`src/rtl/npu_pkg.sv`:
```
// npu_pkg: class codes, overlay colour constants and FSM states shared by the overlay decoder
package npu_pkg;
  typedef enum logic [2:0] {
    CLS_DOT    = 3'd0,
    CLS_CIRCLE = 3'd1,
    CLS_X      = 3'd2,
    CLS_CROSS  = 3'd3,
    CLS_BG     = 3'd4,
    CLS_OTHER  = 3'd5
  } cls_t;
  typedef enum logic {ST_IDLE, ST_ACTIVE} state_t;
  localparam logic [23:0] COL_DOT    = 24'hFFFF00;
  localparam logic [23:0] COL_CIRCLE = 24'h00FF00;
  localparam logic [23:0] COL_X      = 24'h0000FF;
  localparam logic [23:0] COL_CROSS  = 24'hFF0000;
  localparam logic [1:0]  BG_PREFIX  = 2'b11;
endpackage

```
`src/rtl/overlay_decoder_if.sv`:
```
// overlay_decoder_if: pixel stream in, per-pixel class out, frame-summary handshake; master drives pixels/rep_ready, slave is the decoder
interface overlay_decoder_if #(parameter int COUNT_W = 20);
  import npu_pkg::*;
  logic pix_valid;
  logic pix_sof;
  logic pix_eof;
  logic [7:0] pix_r;
  logic [7:0] pix_g;
  logic [7:0] pix_b;
  logic cls_valid;
  cls_t cls_out;
  logic [7:0] gray_out;
  logic rep_valid;
  logic rep_ready;
  logic [COUNT_W-1:0] rep_cnt0;
  logic [COUNT_W-1:0] rep_cnt1;
  logic [COUNT_W-1:0] rep_cnt2;
  logic [COUNT_W-1:0] rep_cnt3;
  cls_t rep_dom;
  logic err_sync;
  logic err_overrun;
  modport master (
    output pix_valid, pix_sof, pix_eof, pix_r, pix_g, pix_b, rep_ready,
    input  cls_valid, cls_out, gray_out, rep_valid, rep_cnt0, rep_cnt1, rep_cnt2, rep_cnt3,
           rep_dom, err_sync, err_overrun
  );
  modport slave (
    input  pix_valid, pix_sof, pix_eof, pix_r, pix_g, pix_b, rep_ready,
    output cls_valid, cls_out, gray_out, rep_valid, rep_cnt0, rep_cnt1, rep_cnt2, rep_cnt3,
           rep_dom, err_sync, err_overrun
  );
endinterface

```
`src/rtl/overlay_pixel_classify.sv`:
```
// overlay_pixel_classify: combinational rgb -> class code and recovered gray (ports r, g, b in; cls, gray out)
module overlay_pixel_classify
  import npu_pkg::*;
(
  input  logic [7:0] r,
  input  logic [7:0] g,
  input  logic [7:0] b,
  output cls_t       cls,
  output logic [7:0] gray
);
  logic [23:0] rgb;
  assign rgb = {r, g, b};
  always_comb begin
    cls = rgb == COL_DOT    ? CLS_DOT    :
          rgb == COL_CIRCLE ? CLS_CIRCLE :
          rgb == COL_X      ? CLS_X      :
          rgb == COL_CROSS  ? CLS_CROSS  :
          (r == g && g == b && r[7:6] == BG_PREFIX) ? CLS_BG : CLS_OTHER;
    gray = cls == CLS_BG ? {r[5:0], 2'b00} : 8'h00;
  end
endmodule

```
`src/rtl/overlay_decoder.sv`:
```
// overlay_decoder: classifies overlay pixels, counts symbols per frame and offers a summary (ports clk, rst_n, bus slave; OVERLAY_DECODER_GRAY_EN enables gray_out)
module overlay_decoder
  import npu_pkg::*;
#(
  parameter int COUNT_W = 20
) (
  input logic clk,
  input logic rst_n,
  overlay_decoder_if.slave bus
);
  cls_t pix_cls;
  cls_t dom;
  logic [7:0] pix_gray;
  state_t state;
  state_t state_nxt;
  logic take;
  logic load_nxt;
  logic load_pend;
  logic sync_nxt;
  logic [COUNT_W-1:0] cnt [4];
  logic [COUNT_W-1:0] cnt_base [4];
  logic [COUNT_W-1:0] cnt_nxt [4];
  logic [COUNT_W-1:0] best;
  overlay_pixel_classify u_cls (
    .r   (bus.pix_r),
    .g   (bus.pix_g),
    .b   (bus.pix_b),
    .cls (pix_cls),
    .gray(pix_gray)
  );
  assign take = bus.pix_valid && (bus.pix_sof || state == ST_ACTIVE);
  always_ff @(posedge clk) state <= !rst_n ? ST_IDLE : state_nxt;
  always_comb state_nxt = take ? (bus.pix_eof ? ST_IDLE : ST_ACTIVE) : state;
  always_comb begin
    sync_nxt = bus.pix_valid && bus.pix_sof && state == ST_ACTIVE;
    load_nxt = take && bus.pix_eof;
  end
  always_ff @(posedge clk) begin
    load_pend    <= rst_n && load_nxt;
    bus.err_sync <= rst_n && sync_nxt;
  end
  always_comb begin
    for (int i = 0; i < 4; i++) begin
      cnt_base[i] = bus.pix_sof ? '0 : cnt[i];
      cnt_nxt[i]  = (pix_cls == 3'(i) && cnt_base[i] != '1) ? cnt_base[i] + COUNT_W'(1) : cnt_base[i];
    end
  end
  always_ff @(posedge clk) begin
    for (int i = 0; i < 4; i++)
      cnt[i] <= !rst_n ? '0 : take ? cnt_nxt[i] : cnt[i];
  end
  // strict compare keeps the lowest index on ties and leaves CLS_BG when all counts are zero
  always_comb begin
    dom  = CLS_BG;
    best = '0;
    for (int i = 0; i < 4; i++) begin
      if (cnt[i] > best) begin
        best = cnt[i];
        dom  = cls_t'(3'(i));
      end
    end
  end
  always_ff @(posedge clk) begin
    if (!rst_n) begin
      bus.rep_valid   <= 1'b0;
      bus.rep_cnt0    <= '0;
      bus.rep_cnt1    <= '0;
      bus.rep_cnt2    <= '0;
      bus.rep_cnt3    <= '0;
      bus.rep_dom     <= CLS_BG;
      bus.err_overrun <= 1'b0;
    end else begin
      if (load_pend && (!bus.rep_valid || bus.rep_ready)) begin
        bus.rep_valid <= 1'b1;
        bus.rep_cnt0  <= cnt[0];
        bus.rep_cnt1  <= cnt[1];
        bus.rep_cnt2  <= cnt[2];
        bus.rep_cnt3  <= cnt[3];
        bus.rep_dom   <= dom;
      end else if (bus.rep_valid && bus.rep_ready) begin
        bus.rep_valid <= 1'b0;
      end
      if (load_pend && bus.rep_valid && !bus.rep_ready) bus.err_overrun <= 1'b1;
    end
  end
  always_ff @(posedge clk) begin
    bus.cls_valid <= rst_n && bus.pix_valid;
    bus.cls_out   <= !rst_n ? CLS_BG : bus.pix_valid ? pix_cls : bus.cls_out;
  end
`ifdef OVERLAY_DECODER_GRAY_EN
  always_ff @(posedge clk) bus.gray_out <= !rst_n ? 8'h00 : bus.pix_valid ? pix_gray : bus.gray_out;
`else
  logic unused_gray;
  assign unused_gray  = ^pix_gray;
  assign bus.gray_out = 8'h00;
`endif
endmodule

```
`src/flat_wrapper.sv`:
```
// flat-port wrapper written by rule: the top's interface ports become plain ports
module overlay_decoder_flat import npu_pkg::*;
#(
  parameter int COUNT_W = 20
)
  (clk, rst_n, bus_pix_valid, bus_pix_sof, bus_pix_eof, bus_pix_r, bus_pix_g, bus_pix_b, bus_rep_ready, bus_cls_valid, bus_cls_out, bus_gray_out, bus_rep_valid, bus_rep_cnt0, bus_rep_cnt1, bus_rep_cnt2, bus_rep_cnt3, bus_rep_dom, bus_err_sync, bus_err_overrun);
  overlay_decoder_if #(.COUNT_W(COUNT_W)) bus_i ();
  input logic clk;
  input logic rst_n;
  input wire logic [$bits(bus_i.pix_valid)-1:0] bus_pix_valid;
  input wire logic [$bits(bus_i.pix_sof)-1:0] bus_pix_sof;
  input wire logic [$bits(bus_i.pix_eof)-1:0] bus_pix_eof;
  input wire logic [$bits(bus_i.pix_r)-1:0] bus_pix_r;
  input wire logic [$bits(bus_i.pix_g)-1:0] bus_pix_g;
  input wire logic [$bits(bus_i.pix_b)-1:0] bus_pix_b;
  input wire logic [$bits(bus_i.rep_ready)-1:0] bus_rep_ready;
  output wire logic [$bits(bus_i.cls_valid)-1:0] bus_cls_valid;
  output wire logic [$bits(bus_i.cls_out)-1:0] bus_cls_out;
  output wire logic [$bits(bus_i.gray_out)-1:0] bus_gray_out;
  output wire logic [$bits(bus_i.rep_valid)-1:0] bus_rep_valid;
  output wire logic [$bits(bus_i.rep_cnt0)-1:0] bus_rep_cnt0;
  output wire logic [$bits(bus_i.rep_cnt1)-1:0] bus_rep_cnt1;
  output wire logic [$bits(bus_i.rep_cnt2)-1:0] bus_rep_cnt2;
  output wire logic [$bits(bus_i.rep_cnt3)-1:0] bus_rep_cnt3;
  output wire logic [$bits(bus_i.rep_dom)-1:0] bus_rep_dom;
  output wire logic [$bits(bus_i.err_sync)-1:0] bus_err_sync;
  output wire logic [$bits(bus_i.err_overrun)-1:0] bus_err_overrun;
  assign bus_i.pix_valid = bus_pix_valid;
  assign bus_i.pix_sof = bus_pix_sof;
  assign bus_i.pix_eof = bus_pix_eof;
  assign bus_i.pix_r = bus_pix_r;
  assign bus_i.pix_g = bus_pix_g;
  assign bus_i.pix_b = bus_pix_b;
  assign bus_i.rep_ready = bus_rep_ready;
  assign bus_cls_valid = bus_i.cls_valid;
  assign bus_cls_out = bus_i.cls_out;
  assign bus_gray_out = bus_i.gray_out;
  assign bus_rep_valid = bus_i.rep_valid;
  assign bus_rep_cnt0 = bus_i.rep_cnt0;
  assign bus_rep_cnt1 = bus_i.rep_cnt1;
  assign bus_rep_cnt2 = bus_i.rep_cnt2;
  assign bus_rep_cnt3 = bus_i.rep_cnt3;
  assign bus_rep_dom = bus_i.rep_dom;
  assign bus_err_sync = bus_i.err_sync;
  assign bus_err_overrun = bus_i.err_overrun;
  overlay_decoder #(.COUNT_W(COUNT_W)) u_core (.clk(clk), .rst_n(rst_n), .bus(bus_i));
endmodule
```
`config.mk`:
```
export PLATFORM = sky130hd
export DESIGN_NAME = overlay_decoder_flat
export DESIGN_NICKNAME = d
export VERILOG_FILES = /design/src/rtl/npu_pkg.sv /design/src/rtl/overlay_decoder_if.sv /design/src/rtl/overlay_pixel_classify.sv /design/src/rtl/overlay_decoder.sv /design/src/flat_wrapper.sv
export SDC_FILE = /design/constraint.sdc
export NUM_CORES = 1
export LEC_CHECK = 0
export CAP_MARGIN = 20
export CORE_MARGIN = 8
export CORE_UTILIZATION = 51
export DETAILED_ROUTE_END_ITERATION = 7
export HOLD_SLACK_MARGIN = 0.05
export PLACE_DENSITY = 0.77
export SYNTH_ARGS = -nofsm -noshare
export SYNTH_HDL_FRONTEND = slang
export SYNTH_SLANG_ARGS = --single-unit
```
`constraint.sdc`:
```
create_clock -name clk -period 6.2 [get_ports clk]
set_clock_uncertainty 0.05 [all_clocks]
set_input_delay 1.24 -clock clk [delete_from_list [all_inputs] [get_ports clk]]
set_output_delay 1.24 -clock clk [all_outputs]
set_load 0.03 [all_outputs]
```
# Word level (Yosys, flattened, before mapping)
# Memory sizes are Yosys's and may differ from the RTL's.
# Cells that the tools add are included.
# totals
register_bits	92
ramBits	80
inputBits	30
out_inout_bits	98
elab_cells	89
mem_count	1
# mem_list
memory	words	word_bits	read_ports	rd_clocked_by_memory_dff	wr	line_no	rtl
u_core.cnt	4	20	4	0	4	overlay_decoder.sv:20	logic [COUNT_W-1:0] cnt [4];
# classes
n_addsub	4
order_cmp	4
n_eq_ne	14
n_mux	31
reduce_logical	23
# ops
op	n
$mux W20	19
$add A20 B1 Y20 const B	4
$ne A20 B20 Y1 const B	4
$gt A20 B20 Y1	3
$eq A24 B24 Y1 const B	2
$eq A24 B16 Y1 const B	1
$eq A24 B8 Y1 const B	1
$mux W3	8
$gt A20 B1 Y1 const B	1
$logic_and A1 B1 Y1	17
$eq A8 B8 Y1	2
$eq A3 B2 Y1 const B	2
$mux W1	4
$eq A3 B1 Y1 const B	1
$logic_not A3 Y1	1
$eq A2 B2 Y1 const B	1
$logic_not A1 Y1	2
$logic_or A1 B1 Y1	2
$reduce_bool A2 Y1	1

# Longest topological paths before layout
# depth
word_depth	13
depth_mapped	28
depth_no_buf	25

# Hierarchy
# Synthesis repeated with hierarchy kept, for this count alone.
# unflattened
cells_unflattened	1289
area_unflattened_um2	10271.1
# by_module_without_submodules
module	instances	cells_each	area_per_inst_um2	seq_area_each_um2
overlay_decoder	1	1238	9937.0	3443.3
overlay_pixel_classify	1	51	334.1	0.0

# Least setup slack after synthesis
# Ideal clock, no wire load.
# synth_timing
path_type	reg2reg
startpoint	mem u_core.cnt[0][17]
endpoint	reg u_core.bus.rep_dom[2] (netlist bit)
setup_time_ps	101
arrival_time_ps	5991
t_required_ps	6049
setup_slack_ps	58
stages_incl_launch_ff	27
path_buffers	3
cell_sequence	dfxtp_1 > clkbuf_1 > inv_1 > ha_1 > nand4_1 > or4_1 > a21o_1 > a21oi_1 > clkbuf_1 > a22oi_1 > and3_1 > ha_1 > nand3_1 > nor3_1 > nand4_1 > o32ai_1 > clkbuf_1 > nor2_1 > a21o_1 > ha_1 > a21o_1 > a211o_1 > o221ai_1 > o2111ai_1 > nand2_1 > nand2_1 > o41ai_1
# synth_lines
element	line_no	rtl
start: declaration	overlay_decoder.sv:20	
end signal: assignment	overlay_decoder.sv:79	bus.rep_dom <= dom;
end: declaration	overlay_decoder_if.sv:30	rep_dom, err_sync, err_overrun

==> results.ini <==
[worst_setup_path]
critPathSlowestCell = or4_4
reg2reg_slack_ns = 0.23
critPathArrivalTime_ns = 6.25
slowest_delay_ns = 0.58
reg2reg_depth = 25
crit_path_max_fanout = 20
crit_type = reg -> reg
timing.rr.end = u_core.bus.rep_dom[2]
reg2reg_from = u_core.cnt[0][18]
cp_common_cell = a21o_1
required_ns = 6.48
end_kind = flop
start_kind = flop

[die]
core_mm2 = 0.0195
fp.dieW_um = 157
dieHeight_um = 157
rows = 51
start_util = 0.519
ios = 128
dieArea_mm2 = 0.0245

[cells_and_area]
ff_latch_area_mm2 = 0.00345
fin_nets = 1511
final_cells = 1694
multi_input_area_mm2 = 0.00624
design_area_mm2 = 0.0124
final_core_util = 0.635
drive_gt1_frac = 0.0854
fillerInstances = 1735
syn_to_final_growth_pct = 22.5
n_antenna_cell = 0

[clocking]
cts.sinks = 172
numCtsBuffers = 17
root_buffer = clkbuf_16
insertion_delay_ns = 0.43
clockBufferDepth = 2
clk_pin_slew_ns = 0.07
ctsHoldBuffers = 0
cts_tree = done
h-tree-depth = 4

[logic_synthesis]
synth_area_mm2 = 0.0101
synthDistinctLibCells = 62
synth_top_area_share = 0.341
synthArstFlopShare = 0
syn_avg_cell_area_um2 = 7.68
synth_edf_count = 0
ys_seq_elements = 172
ys.flop_type = dfxtp_1
synth_area_leaders = dfxtp_1 (34%), nand2_1 (12%), ha_1 (7.9%), a21boi_0 (5.7%), nor2_1 (3.3%)
synth_commonest_cells = nand2_1 (317), dfxtp_1 (172), nor2_1 (90), clkbuf_1 (78), a21boi_0 (77)
yosysSeqAreaShare = 0.341
synth_most_common_cell = nand2_1
yosysTopAreaCell = dfxtp_1
yosysWarnings = 0
synth_cells = 1314

[grt]
global_route.overflow_total = 0
grt_pass1_vias = 9273
grt_use_total = 0.244
grt_pass1_wl_um = 48300
antenna_found_initial = 0
grt_max_degree = 84

[pwr]
p_sw_mw = 0.536
p_int_mw = 1.79
share_comb_of_total_power = 0.051
powerDensity_mw_per_mm2 = 188
swShare = 0.230
power_leakage_nw = 4.44
clock_power_share = 0.473
ir_drop_mv = 0.178
pwr-share-seq = 0.476

[sta]
fin_crit_ns = 5.97
final_hold_viol_count = 0
finalSetupTns_ns = 0
maxSlewHeadroom = 0.383
setup_viol = 0
post-route-period-util = 0.963
whs_ns = 0.411
tightest_slew_ns = 0.922
timing_max_transition_violations_final = 0
fmax_mhz = 168

[placement]
hpwl_um = 21800
gp_congestion = 0.937
placed_area_mm2 = 0.0116
dp_cells = 1659
port_buffers = 119

[drt]
drt-initial-drc-count = 750
wl_per_cell_um = 17.7
dr.pass1.iters = 6
via_count = 9839
drtAntennaViolNets = 0
viasPerCell = 5.81
drc = 0
wirelength_um = 30000

[status]
status = finished clean

[flow_run]
maxCapViolations = 0

[min_path]
hold_class = reg -> reg
hold_depth = 2
hold_end = u_core.bus.rep_cnt0[19]
hp-start = u_core.bus.rep_cnt0[19]

## flip-flops by register name (all words and copies together), names as in the netlist
register	count
u_core.bus.rep_valid	1
u_core.bus.err_sync	1
u_core.bus.rep_dom	3
u_core.bus.cls_valid	1
u_core.bus.rep_cnt3	20
u_core.bus.rep_cnt0	20
u_core.bus.err_overrun	1
u_core.bus.rep_cnt2	20
u_core.state	1
u_core.bus.rep_cnt1	20
u_core.bus.cls_out	3
u_core.cnt	80
u_core.load_pend	1
## repair_timing
| item | 4_1_cts | 5_1_grt |
|---|---|---|
| hold endpoints to repair | 0 | 0 |
| setup buffers | 0 | 4 |
| gates resized for setup | 0 | 19 |
| setup endpoints to repair | 0 | 3 |
## power groups by stage
stage	Sequential [mW]	Combinational, mW	Clock [mW]
after floorplan	1.14	0.0656	0
after global placement	1.13	0.116	0
after detailed placement	1.14	0.117	0
after CTS	1.11	0.117	1.12
after global routing	1.11	0.127	1.16
final	1.11	0.118	1.10
## worst max-delay path by stage
| stage | start | to | slack [ns] | cells past startpoint |
|---|---|---|---|---|
| after floorplan | u_core.cnt[0][17] | u_core.bus.rep_dom[2] | 0.06 | 26 |
| after global placement | u_core.cnt[0][18] | u_core.bus.rep_dom[2] | 0.24 | 26 |
| after detailed placement | u_core.cnt[0][18] | u_core.bus.rep_dom[2] | 0.07 | 25 |
| after CTS | u_core.cnt[0][18] | u_core.bus.rep_dom[2] | 0.08 | 25 |
| after global routing | u_core.cnt[0][17] | u_core.bus.rep_dom[2] | -0.07 | 25 |
| final | u_core.cnt[0][18] | u_core.bus.rep_dom[2] | 0.23 | 25 |
## routing by layer
layer  part of all wire  global-route usage  wire length (µm)
met3              0.083              0.0524              2490
met5                  0                   0                 0
met2               0.45               0.389             13400
met4              0.021              0.0773               641
met1               0.45               0.322             13400
## placed cells by master (no fill, tap or decap), types with 4 or more instances in the layout
| cell type | instances |
|---|---|
| o21a_1 | 10 |
| nand2_1 | 314 |
| clkinvlp_4 | 4 |
| or3_1 | 6 |
| a211oi_1 | 4 |
| buf_4 | 48 |
| nor2_1 | 89 |
| nor3_1 | 24 |
| nand3b_1 | 4 |
| xor2_1 | 29 |
| and3_1 | 34 |
| clkbuf_16 | 17 |
| a21boi_0 | 77 |
| and4b_1 | 4 |
| and4_1 | 5 |
| nand3_1 | 34 |
| nand2_2 | 4 |
| or4_1 | 6 |
| a21oi_1 | 38 |
| o21ai_0 | 15 |
| or4_4 | 4 |
| o22ai_1 | 6 |
| xnor2_1 | 25 |
| nor2b_1 | 9 |
| ha_1 | 62 |
| a22oi_1 | 23 |
| a21o_1 | 23 |
| dfxtp_1 | 170 |
| nor4_1 | 25 |
| nand2b_1 | 8 |
| inv_1 | 37 |
| mux2_2 | 9 |
| nand4_1 | 46 |
| clkdlybuf4s50_1 | 118 |
| and2_1 | 23 |
| conb_1 | 8 |
## metrics by stage
step / setup slack, ns / power (mW)
final: 0.232 / 2.33
after global routing: -0.0747 / 2.40
after floorplan: 0.0576 / 1.21
after detailed placement: 0.0709 / 1.25
after CTS: 0.0797 / 2.35
after global placement: 0.238 / 1.25
## worst max-delay path: cells and delay by family, from the launching register on
| kind | cells | cell delay, ns |
|---|---|---|
| AOI/OAI and AO/OA | 12 | 2.59 |
| adders and majority gates | 3 | 0.89 |
| buffers and inverters | 3 | 0.44 |
| DFF | 1 | 0.38 |
| and+or+nand+nor | 6 | 1.19 |
| muxes | 1 | 0.34 |
## cell type report
class                      instances  share of cell area
sequential                       172               0.279
tap                              265              0.0268
timing repair buffer             170               0.130
inverter                          37              0.0112
multi-input combinational       1019               0.504
clock buffer                      19              0.0358
clock inverter                    12              0.0132
## kinds of logic (layout without fill, tap and decap cells)
group                    after synthesis  count (layout)  synth area share
AO/OA/AOI/OAI                        226             226             0.156
AND/OR/NAND/NOR                      658             658             0.313
XOR/XNOR                              54              54            0.0469
adder cells (fa/ha/maj)               64              64            0.0793
other                                  1               8          0.000372
buffers and inverters                130             238            0.0533
multiplexers                           9               9            0.0100
flip-flops                           172             172             0.341
No activity file was read; power rests on OpenSTA's default activity.
